`src/rtl/seg7_pkg.sv`:
```
// Shared types and constants for the multiplexed 7-segment scan controller.
package seg7_pkg;

  localparam int NIB_W          = 4;
  localparam int DEF_NUM_DIGITS = 4;
  localparam int DEF_DWELL_W    = 8;
  localparam int MAX_DIGITS     = 8;

  typedef enum logic [1:0] {
    ST_OFF  = 2'd0,
    ST_SHOW = 2'd1,
    ST_GAP  = 2'd2
  } state_t;

  // Callers truncate the result to their own digit count.
  function automatic logic [MAX_DIGITS-1:0] onehot(input logic [2:0] idx);
    logic [MAX_DIGITS-1:0] v;
    v      = '0;
    v[idx] = 1'b1;
    return v;
  endfunction

endpackage

```
`src/rtl/seg7_digit_bank.sv`:
```
// Shadow/active digit store with commit transfer and leading-zero blank vector.
// Writes take effect next edge; active_nxt/blank_nxt show the post-transfer view a cycle early.
module seg7_digit_bank
  import seg7_pkg::*;
#(
  parameter int NUM_DIGITS = DEF_NUM_DIGITS,
  parameter int IW         = $clog2(NUM_DIGITS)
) (
  input  logic                        clk,
  input  logic                        rst_n,
  input  logic                        wr_en,
  input  logic [IW-1:0]               wr_addr,
  input  logic [NIB_W-1:0]            wr_data,
  input  logic                        xfer,
  input  logic                        lzb_en,
  output logic [NUM_DIGITS*NIB_W-1:0] active_nxt,
  output logic [NUM_DIGITS-1:0]       blank_nxt
);

  logic [NUM_DIGITS*NIB_W-1:0] shadow_q;
  logic [NUM_DIGITS*NIB_W-1:0] active_q;
  logic                        all_zero;

  always_ff @(posedge clk or negedge rst_n) begin
    if (!rst_n) begin
      shadow_q <= '0;
      active_q <= '0;
    end else begin
      // Addresses past the last digit are acknowledged but dropped.
      if (wr_en && (int'(wr_addr) < NUM_DIGITS)) begin
        shadow_q[int'(wr_addr)*NIB_W +: NIB_W] <= wr_data;
      end
      if (xfer) begin
        active_q <= shadow_q;
      end
    end
  end

  // The scanner registers its outputs from the next state, so it needs the
  // bank contents as they will be after this edge's transfer.
  assign active_nxt = xfer ? shadow_q : active_q;

  always_comb begin
    blank_nxt = '0;
    all_zero  = 1'b1;
    for (int i = NUM_DIGITS - 1; i > 0; i--) begin
      all_zero     = all_zero && (active_nxt[i*NIB_W +: NIB_W] == '0);
      blank_nxt[i] = lzb_en && all_zero;
    end
  end

endmodule

```
`src/rtl/seg7_scan_ctrl.sv`:
```
// Multiplexed 7-segment scanner: SHOW (dwell+1) / GAP per digit, commits land at frame end.
// Outputs registered from next state; wr_ready drops while a commit is pending.
module seg7_scan_ctrl
  import seg7_pkg::*;
#(
  parameter  int NUM_DIGITS = DEF_NUM_DIGITS,
  parameter  int DWELL_W    = DEF_DWELL_W,
  parameter  int GAP_CYCLES = 2,
  localparam int IW         = $clog2(NUM_DIGITS)
) (
  input  logic                  clk,
  input  logic                  rst_n,
  input  logic                  enable,
  input  logic [DWELL_W-1:0]    dwell,
  input  logic                  lzb_en,
  input  logic                  wr_valid,
  output logic                  wr_ready,
  input  logic [IW-1:0]         wr_addr,
  input  logic [NIB_W-1:0]      wr_data,
  input  logic                  commit,
  output logic [NIB_W-1:0]      nib_out,
  output logic [NUM_DIGITS-1:0] dig_en,
  output logic                  frame_done
);

  localparam int                GW       = (GAP_CYCLES > 1) ? $clog2(GAP_CYCLES) : 1;
  localparam logic [GW-1:0]     GAP_LOAD = GW'((GAP_CYCLES > 0) ? GAP_CYCLES - 1 : 0);
  localparam logic [IW-1:0]     LAST_IDX = IW'(NUM_DIGITS - 1);

  state_t                      state_q, state_d;
  logic [IW-1:0]               idx_q, idx_d;
  logic [DWELL_W-1:0]          cnt_q, cnt_d;
  logic [GW-1:0]               gap_q, gap_d;
  logic                        pending_q, pending_d;
  logic [NIB_W-1:0]            nib_q, nib_d;
  logic [NUM_DIGITS-1:0]       dig_en_q, dig_en_d;
  logic                        frame_done_q, frame_done_d;

  logic                        advance;
  logic                        boundary;
  logic                        xfer;
  logic                        wr_en;
  logic [NUM_DIGITS*NIB_W-1:0] active_nxt;
  logic [NUM_DIGITS-1:0]       blank_nxt;

  assign wr_ready   = !pending_q;
  assign wr_en      = wr_valid && !pending_q;
  assign nib_out    = nib_q;
  assign dig_en     = dig_en_q;
  assign frame_done = frame_done_q;

  seg7_digit_bank #(
    .NUM_DIGITS (NUM_DIGITS),
    .IW         (IW)
  ) u_bank (
    .clk        (clk),
    .rst_n      (rst_n),
    .wr_en      (wr_en),
    .wr_addr    (wr_addr),
    .wr_data    (wr_data),
    .xfer       (xfer),
    .lzb_en     (lzb_en),
    .active_nxt (active_nxt),
    .blank_nxt  (blank_nxt)
  );

  always_ff @(posedge clk or negedge rst_n) begin
    if (!rst_n) begin
      state_q      <= ST_OFF;
      idx_q        <= '0;
      cnt_q        <= '0;
      gap_q        <= '0;
      pending_q    <= 1'b0;
      nib_q        <= '0;
      dig_en_q     <= '0;
      frame_done_q <= 1'b0;
    end else begin
      state_q      <= state_d;
      idx_q        <= idx_d;
      cnt_q        <= cnt_d;
      gap_q        <= gap_d;
      pending_q    <= pending_d;
      nib_q        <= nib_d;
      dig_en_q     <= dig_en_d;
      frame_done_q <= frame_done_d;
    end
  end

  always_comb begin
    state_d  = state_q;
    idx_d    = idx_q;
    cnt_d    = cnt_q;
    gap_d    = gap_q;
    advance  = 1'b0;
    boundary = 1'b0;

    case (state_q)
      ST_OFF: begin
        state_d = ST_SHOW;
        idx_d   = '0;
        cnt_d   = dwell;
      end
      ST_SHOW: begin
        if (cnt_q != '0) begin
          cnt_d = cnt_q - 1'b1;
        end else if (GAP_CYCLES == 0) begin
          advance = 1'b1;
        end else begin
          state_d = ST_GAP;
          gap_d   = GAP_LOAD;
        end
      end
      ST_GAP: begin
        if (gap_q != '0) begin
          gap_d = gap_q - 1'b1;
        end else begin
          advance = 1'b1;
        end
      end
      default: state_d = ST_OFF;
    endcase

    if (advance) begin
      state_d = ST_SHOW;
      cnt_d   = dwell;
      if (idx_q == LAST_IDX) begin
        idx_d    = '0;
        boundary = 1'b1;
      end else begin
        idx_d = idx_q + 1'b1;
      end
    end

    // Disable wins everywhere and suppresses the frame end of an aborted scan.
    if (!enable) begin
      state_d  = ST_OFF;
      idx_d    = '0;
      boundary = 1'b0;
    end

    xfer      = pending_q && (boundary || (state_q == ST_OFF));
    pending_d = pending_q;
    if (xfer) begin
      pending_d = 1'b0;
    end else if (commit) begin
      pending_d = 1'b1;
    end

    frame_done_d = boundary || (xfer && (state_q == ST_OFF));
    dig_en_d     = '0;
    nib_d        = nib_q;
    case (state_d)
      ST_SHOW: begin
        nib_d = active_nxt[int'(idx_d)*NIB_W +: NIB_W];
        if (!blank_nxt[idx_d]) begin
          dig_en_d = NUM_DIGITS'(onehot(3'(idx_d)));
        end
      end
      ST_GAP:  nib_d = nib_q;
      default: nib_d = '0;
    endcase
  end

endmodule

```
`config.mk`:
```
export PLATFORM = sky130hd
export DESIGN_NAME = seg7_scan_ctrl
export DESIGN_NICKNAME = d
export VERILOG_FILES = /design/src/rtl/seg7_pkg.sv /design/src/rtl/seg7_digit_bank.sv /design/src/rtl/seg7_scan_ctrl.sv
export SDC_FILE = /design/constraint.sdc
export NUM_CORES = 1
export LEC_CHECK = 0
export BUFFER_PORTS_ARGS = -buffer_cell sky130_fd_sc_hd__buf_4
export CORE_UTILIZATION = 30
export DETAILED_ROUTE_END_ITERATION = 10
export GPL_TIMING_DRIVEN = 0
export PLACE_DENSITY = 0.52
export SKIP_LAST_GASP = 1
export SLEW_MARGIN = 0
export SYNTH_ARGS = -nofsm -noshare
export SYNTH_HDL_FRONTEND = slang
export SYNTH_SLANG_ARGS = --single-unit
```
`constraint.sdc`:
```
create_clock -name clk -period 2.1 [get_ports clk]
set_clock_uncertainty 0.05 [all_clocks]
set_input_delay 0.63 -clock clk [delete_from_list [all_inputs] [get_ports clk]]
set_output_delay 0.63 -clock clk [all_outputs]
set_load 0.005 [all_outputs]
```
==> impl_metrics.ini, run 1 <==
[timing]
period_minus_slack_ns = 2.08
relSlewSlack = 0.536
tns_ns = 0
timing.final.crit_share = 0.990
setup_slack_ns = 0.0201
setup_viol = 0
fmax_ghz = 0.481
finalHoldViolCount = 0
tightest_slew_ns = 0.696
slew_viol_final = 0
rsz0062_at_grt = yes

[routing]
num_vias = 2174
wl_per_cell_um = 15.5
drt_pre_antenna_iters = 4
vias_per_cell = 5.15
drc = 0
detail_route.iter0.violations = 59
drt.antenna.violating_nets = 0
wirelength_um = 6520

[power]
ir_drop_uv = 279
total_power_mw = 2.47
p_leak_nw = 1.61
power.density_mw_per_mm2 = 734

[clock_tree]
h-tree-depth = 2
clk_latency_ns = 0.32
cts-root-to-sink-buffers = 2
cts_tree = built
numCtsBuffers = 5
clkSlewWorstSetupHoldPaths_ns = 0.11
clock-root-buffer = clkbuf_8
clock_sinks = 55

[setup_path]
critPathLaunchType = flip-flop
crit_path_end_kind = flip-flop
arrival_ns = 2.21
crit_required_ns = 2.23
worst-path-max-fanout = 8
crit_type = reg2reg

[yosys]
synth.ff_latch_count = 55
synth_top_family_by_area = compound AO/OA/AOI/OAI gates
synth_edf_count = 0
yosysSeqAreaShare = 0.502
synthXorXnorAreaFrac = 0
avgSynthCellArea_um2 = 10.2
synth_area_mm2 = 0.00274
netlist_instances = 269
synth.distinct_cells = 47
synth_compound_area_frac = 0.202
synthAdderAreaFrac = 0.0365
async_flop_share = 1.00
syn_nets = 297
yosys.area_share.simple = 0.191
synth_warnings = 0
synth-main-ff-cell = dfrtp_1
synth_mux_area_frac = 0.0338

[cells_and_area]
seq_area_mm2 = 0.00138
num-fill-cells = 904
final_cell_count_no_fill = 422
drive_above_1_share = 0.232
synthToLayoutAreaGrowth_pct = 22.8
multi_input_area_mm2 = 0.00135
final_cell_mix = 53 x dfrtp_1, 40 x nand2_1, 37 x buf_4
layout_commonest_cell = dfrtp_1
final_nets = 341
antennaDiodeCount = 0

[min_path]
hp-class = in2async

[grt]
grt.busiest_layer = met2
grt_max_degree = 56
grt_pass1_wl_um = 10800
grt_overflow = 0
antenna_found_initial = 0
grtUsageMet1 = 0.187
grt_pass1_vias = 2180
grt_usage = 0.142
grt_util_met3 = 0.0266
grt_use_met2 = 0.239

[floorplan]
num_rows = 34
die_h_um = 97.6
die-area_mm2 = 0.00952
initial_core_util = 0.313
die_w_um = 97.6
coreArea_mm2 = 0.00876
io_pins = 30

[outcome]
outcome = finished clean

[run]
drv_cap = 0

[placed_design]
placed_cells = 406
place_congestion = 0.786
place_ws_ns = -0.300
dp_hpwl_um = 4740
io_buffers = 29
## through the flow
| stage | util | hold WS [ns] | instance area, um2 |
|---|---|---|---|
| after floorplan | - | 0.284 | 2740 |
| after global placement | 0.353 | 0.417 | 3090 |
| after detailed placement | 0.353 | 0.413 | 3090 |
| after CTS | 0.374 | 0.323 | 3280 |
| after global routing | 0.384 | 0.354 | 3370 |
| final | 0.384 | 0.296 | 3370 |
## flip-flops by register name, indices dropped and copies added, names as in the netlist
signal,count
gap_q,1
u_bank.active_q,16
cnt_q,8
nib_out,4
pending_q,1
u_bank.shadow_q,16
idx_q,2
state_q,2
dig_en,4
frame_done,1
## where the power goes
part           total, mW  leakage, nW  internal (mW)  switching [mW]
clock              0.719       0.0548          0.360           0.359
sequential          1.28        0.733           1.17           0.110
combinational      0.472        0.818          0.225           0.246
total               2.47         1.61           1.76           0.715
## synth_stat cells (4+ instances only)
cell type  number  area [um2]
nor4b_1         4        35.0
clkbuf_1        4        15.0
mux2i_1         7        70.1
inv_1          13        48.8
nor2_1         12        45.0
dfrtp_1        55        1380
and2_1          5        31.3
nand2_1        42         158
o211ai_1        6        45.0
nand3_1         9        45.0
o21ai_0        15        75.1
nor4_1          7        43.8
a21oi_1        14        70.1
ha_1            8         100
a22o_1         17         149
## worst max-delay path, stage by stage (launching register included)
cell and delay [ns]:
dfrtp_1 0.39, ha_1 0.23, and3b_1 0.20, buf_6 0.13, o21ai_4 0.16, buf_12 0.15, buf_4 0.12, mux2i_2 0.20
and4b_1 0.25, a21oi_1 0.08
## worst paths after layout
path                                       to  depth (start not counted)  slack (ns)                from
min reg2reg                u_bank.active_q[2]                          2        0.44  u_bank.active_q[2]
max                                 dig_en[1]                          9        0.02            idx_q[0]
max reg2reg                         dig_en[1]                          9        0.02            idx_q[0]
min in group clk           u_bank.active_q[2]                          2        0.44  u_bank.active_q[2]
max in group asynchronous          state_q[0]                          1        1.19               rst_n
min                                  cnt_q[3]                          1        0.30               rst_n
## cells by family (layout without fill, tap and decap cells)
family,Yosys count,in the layout
AND/OR/NAND/NOR,101,101
adder cells (fa/ha/maj),8,8
AO/OA/AOI/OAI,74,74
multiplexers,9,9
buffers and inverters,22,67
flip-flops,55,55
## final cells by class
| type | count | area share |
|---|---|---|
| inverters | 14 | 0.0156 |
| clock buffers | 5 | 0.0204 |
| repair buffers | 37 | 0.0862 |
| plain buffers | 8 | 0.0141 |
| well taps | 108 | 0.0401 |
| clock inverters | 3 | 0.0137 |
| multi-input cells | 192 | 0.400 |
| flip-flops and latches | 55 | 0.410 |
## repair_timing
action,CTS,global route
setup buffers,4,4
endpoints found under the setup margin,6,15
pin swaps,2,2
hold buffers,0,0
resized for setup,9,13
## per-layer routing
layer / share of wire / vias up
li1: - / 1077
met1: 0.48 / 1056
met2: 0.49 / 36
met3: 0.027 / 5
met4: 0.0071 / 0
met5: 0 / -
No activity file was read; power rests on OpenSTA's default activity.
==> inputs of run 2 (changes only) <==
--- a/config.mk
+++ b/config.mk
@@ -5,11 +5,12 @@
 export SDC_FILE = /design/constraint.sdc
 export NUM_CORES = 1
 export LEC_CHECK = 0
+export ABC_AREA = 1
 export BUFFER_PORTS_ARGS = -buffer_cell sky130_fd_sc_hd__buf_4
-export CORE_UTILIZATION = 30
+export CORE_UTILIZATION = 52
 export DETAILED_ROUTE_END_ITERATION = 10
 export GPL_TIMING_DRIVEN = 0
-export PLACE_DENSITY = 0.52
+export PLACE_DENSITY = 0.79
 export SKIP_LAST_GASP = 1
 export SLEW_MARGIN = 0
 export SYNTH_ARGS = -nofsm -noshare
==> run 2 against run 1 <==
- maximum frequency is 6.7% higher
- worst hold slack better by 0.016 ns
- combinational power is 12% higher
- via count is 3.4% higher
- utilization is 25 points higher
- non-clock buffer count is 9 lower
- critical endpoint is now nib_out[2]
- largest cell class unchanged
- largest power group unchanged
==> impl_metrics.ini, run 2 <==
[routing]
wl_per_cell_um = 12.4
num_vias = 2248
drc = 0
drt.antenna.violating_nets = 0
wirelength_um = 5540
detail_route.iter0.violations = 129
vias_per_cell = 5.05
drt_pre_antenna_iters = 4

[floorplan]
io_pins = 30
die-area_mm2 = 0.00564
coreArea_mm2 = 0.00514
die_w_um = 75.1
num_rows = 26
initial_core_util = 0.540
die_h_um = 75.1

[cells_and_area]
final_nets = 402
antennaDiodeCount = 0
num-fill-cells = 475
layout_commonest_cell = nand2_1
synthToLayoutAreaGrowth_pct = 16.6
stdcell_area_mm2 = 0.00324
final_cell_count_no_fill = 445
final_cell_mix = 86 x nand2_1, 55 x dfrtp_1, 44 x inv_1
drive_above_1_share = 0.181
top_regs = u_bank.active_q x16, u_bank.shadow_q x16, cnt_q x8

[clock_tree]
cts_hold_buf = 0
numCtsBuffers = 5
cts-root-to-sink-buffers = 2
clk_latency_ns = 0.30
clock_sinks = 55
h-tree-depth = 2
clkSlewWorstSetupHoldPaths_ns = 0.10
cts_tree = built
clock-root-buffer = clkbuf_8

[yosys]
async_flop_share = 1.00
netlist_instances = 334
synthTopCellsByArea = dfrtp_1 50%, nand2_1 12%, inv_1 6.1%
syn_nets = 362
synth.ff_latch_count = 55
synth.distinct_cells = 32
yosysSeqAreaShare = 0.496
synth-main-ff-cell = dfrtp_1
yosysTopAreaCell = dfrtp_1
synth_area_mm2 = 0.00278
synth_most_common_cell = nand2_1
synth_warnings = 0
avgSynthCellArea_um2 = 8.31
synth_edf_count = 0
synth_top_area_frac = 0.496
synth_common_cells = 86 x nand2_1, 55 x dfrtp_1, 45 x inv_1, 30 x o21ai_0, 26 x nor2_1

[power]
ir_drop_uv = 439
pwr-share-seq = 0.508
power.switching_mw = 0.717
clkPwrFrac = 0.283
p_int_mw = 1.81
power_frac_comb = 0.209
p_leak_nw = 1.65
p_sw_frac = 0.284
power.density_mw_per_mm2 = 780

[grt]
antenna_found_initial = 0
grt_pass1_wl_um = 9400
grt_max_degree = 56
grt_usage = 0.222
grt_pass1_vias = 2111
grt_overflow = 0

[setup_path]
arrival_ns = 2.08
crit_path_end_kind = flip-flop
worstPathCellList = ha_1 > nand2_1 > inv_1 > nand3_2 > nand2_2 > nand2_4 > buf_2 > nand2_1 > o21ai_2 > nand2_1 > nand2_1 > o21ai_0 > nand2_1
rrSetupSlack_ns = 0.15
worst-path-max-fanout = 5
crit_top_cell = nand2_1
critPathSlowestCell = dfrtp_1
r2r_cells = 13
rr_startpoint = idx_q[0]
slowest_delay_ns = 0.38
reg2reg_to = nib_out[2]
crit_type = reg2reg
critPathLaunchType = flip-flop
crit_required_ns = 2.23

[timing]
fmax_ghz = 0.513
timing.final.crit_share = 0.928
tns_ns = 0
hold_slack_ns = 0.313
tightest_slew_ns = 0.670
period_minus_slack_ns = 1.95
setup_viol = 0
setup_slack_ns = 0.152
slew_viol_final = 0
relSlewSlack = 0.553
finalHoldViolCount = 0
rsz0062_at_grt = no

[outcome]
outcome = finished clean

[placed_design]
io_buffers = 29
dpl_cell_area_mm2 = 0.00308
placed_cells = 433
dp_hpwl_um = 4120
place_congestion = 0.796
place_ws_ns = -0.0408

[min_path]
hp-class = in2async

[run]
drv_cap = 0
-- run 2: cell types whose count changed after synthesis, sizes merged, moves of 10 or more --
| cell | previous run | this run |
|---|---|---|
| nand2 | 42 | 92 |
| inv | 13 | 48 |
| nor2 | 12 | 32 |
| o21ai | 17 | 36 |
| a22o | 17 | 0 |
| nand3 | 9 | 25 |
| a21oi | 14 | 4 |
-- run 2: power by group through the flow --
stage | registers, mW | logic [mW] | clock network (mW)
after global placement | 1.30 | 0.501 | 0
after global routing | 1.30 | 0.605 | 0.771
after floorplan | 1.29 | 0.343 | 0
after detailed placement | 1.30 | 0.515 | 0
after CTS | 1.28 | 0.518 | 0.730
final | 1.28 | 0.527 | 0.714
-- run 2: worst max path at each step --
stage                     slack, ns  depth (start not counted)    endpoint  startpoint
after global routing          0.002                         13  nib_out[2]    idx_q[0]
after floorplan                0.34                         12   dig_en[1]      enable
after CTS                      0.15                         13   dig_en[2]  state_q[0]
after detailed placement      -0.04                         13  nib_out[2]      enable
after global placement        -0.02                         13  nib_out[2]      enable
final                          0.15                         13  nib_out[2]    idx_q[0]
-- run 2: final cells by class --
class                           instances  area (um2)  area share
Timing Repair Buffer                   33         245      0.0758
Clock inverter                          2        35.0      0.0108
Multi-Input combinational cell        227        1200       0.370
Inverter                               49         184      0.0568
Tap cell                               70        87.6      0.0271
Buffer                                  3        27.5     0.00850
Clock buffer                            6        82.6      0.0255
Sequential cell                        55        1380       0.425
-- run 2: logic make-up after synthesis --
| group | count (synthesis) | synth area share |
|---|---|---|
| AO/OA/AOI/OAI | 54 | 0.112 |
| XOR/XNOR | 2 | 0.00631 |
| adder cells (fa/ha/maj) | 8 | 0.0361 |
| buffers and inverters | 52 | 0.0762 |
| flip-flops | 55 | 0.496 |
| AND/OR/NAND/NOR | 163 | 0.274 |
-- run 2: timing repair --
item	CTS	global route
endpoints found under the setup margin	0	12
buffers inserted	0	3
endpoints found under the hold margin	0	0
resized for setup	0	3
-- run 2: metal layers --
metal  vias up  share of wire  track usage
met5         -              0            0
met4         0          0.015       0.0692
met3         6          0.031       0.0361
met2        49           0.48        0.382
met1      1039           0.47        0.286
li1       1154              -            -
-- run 2: per-stage QoR --
step	power, mW	utilization
2_1_floorplan	1.63	-
3_3_place_gp	1.80	0.600
3_5_place_dp	1.82	0.600
4_1_cts	2.53	0.622
5_1_grt	2.68	0.630
6_report	2.52	0.630
-- run 2: worst max-delay path: cells and delay by family (launching register included) --
kind / cells / cell delay (ns)
flops: 1 / 0.38
fa+ha+maj: 1 / 0.17
buf+inv: 2 / 0.29
simple gates: 8 / 0.64
compound gates: 2 / 0.30
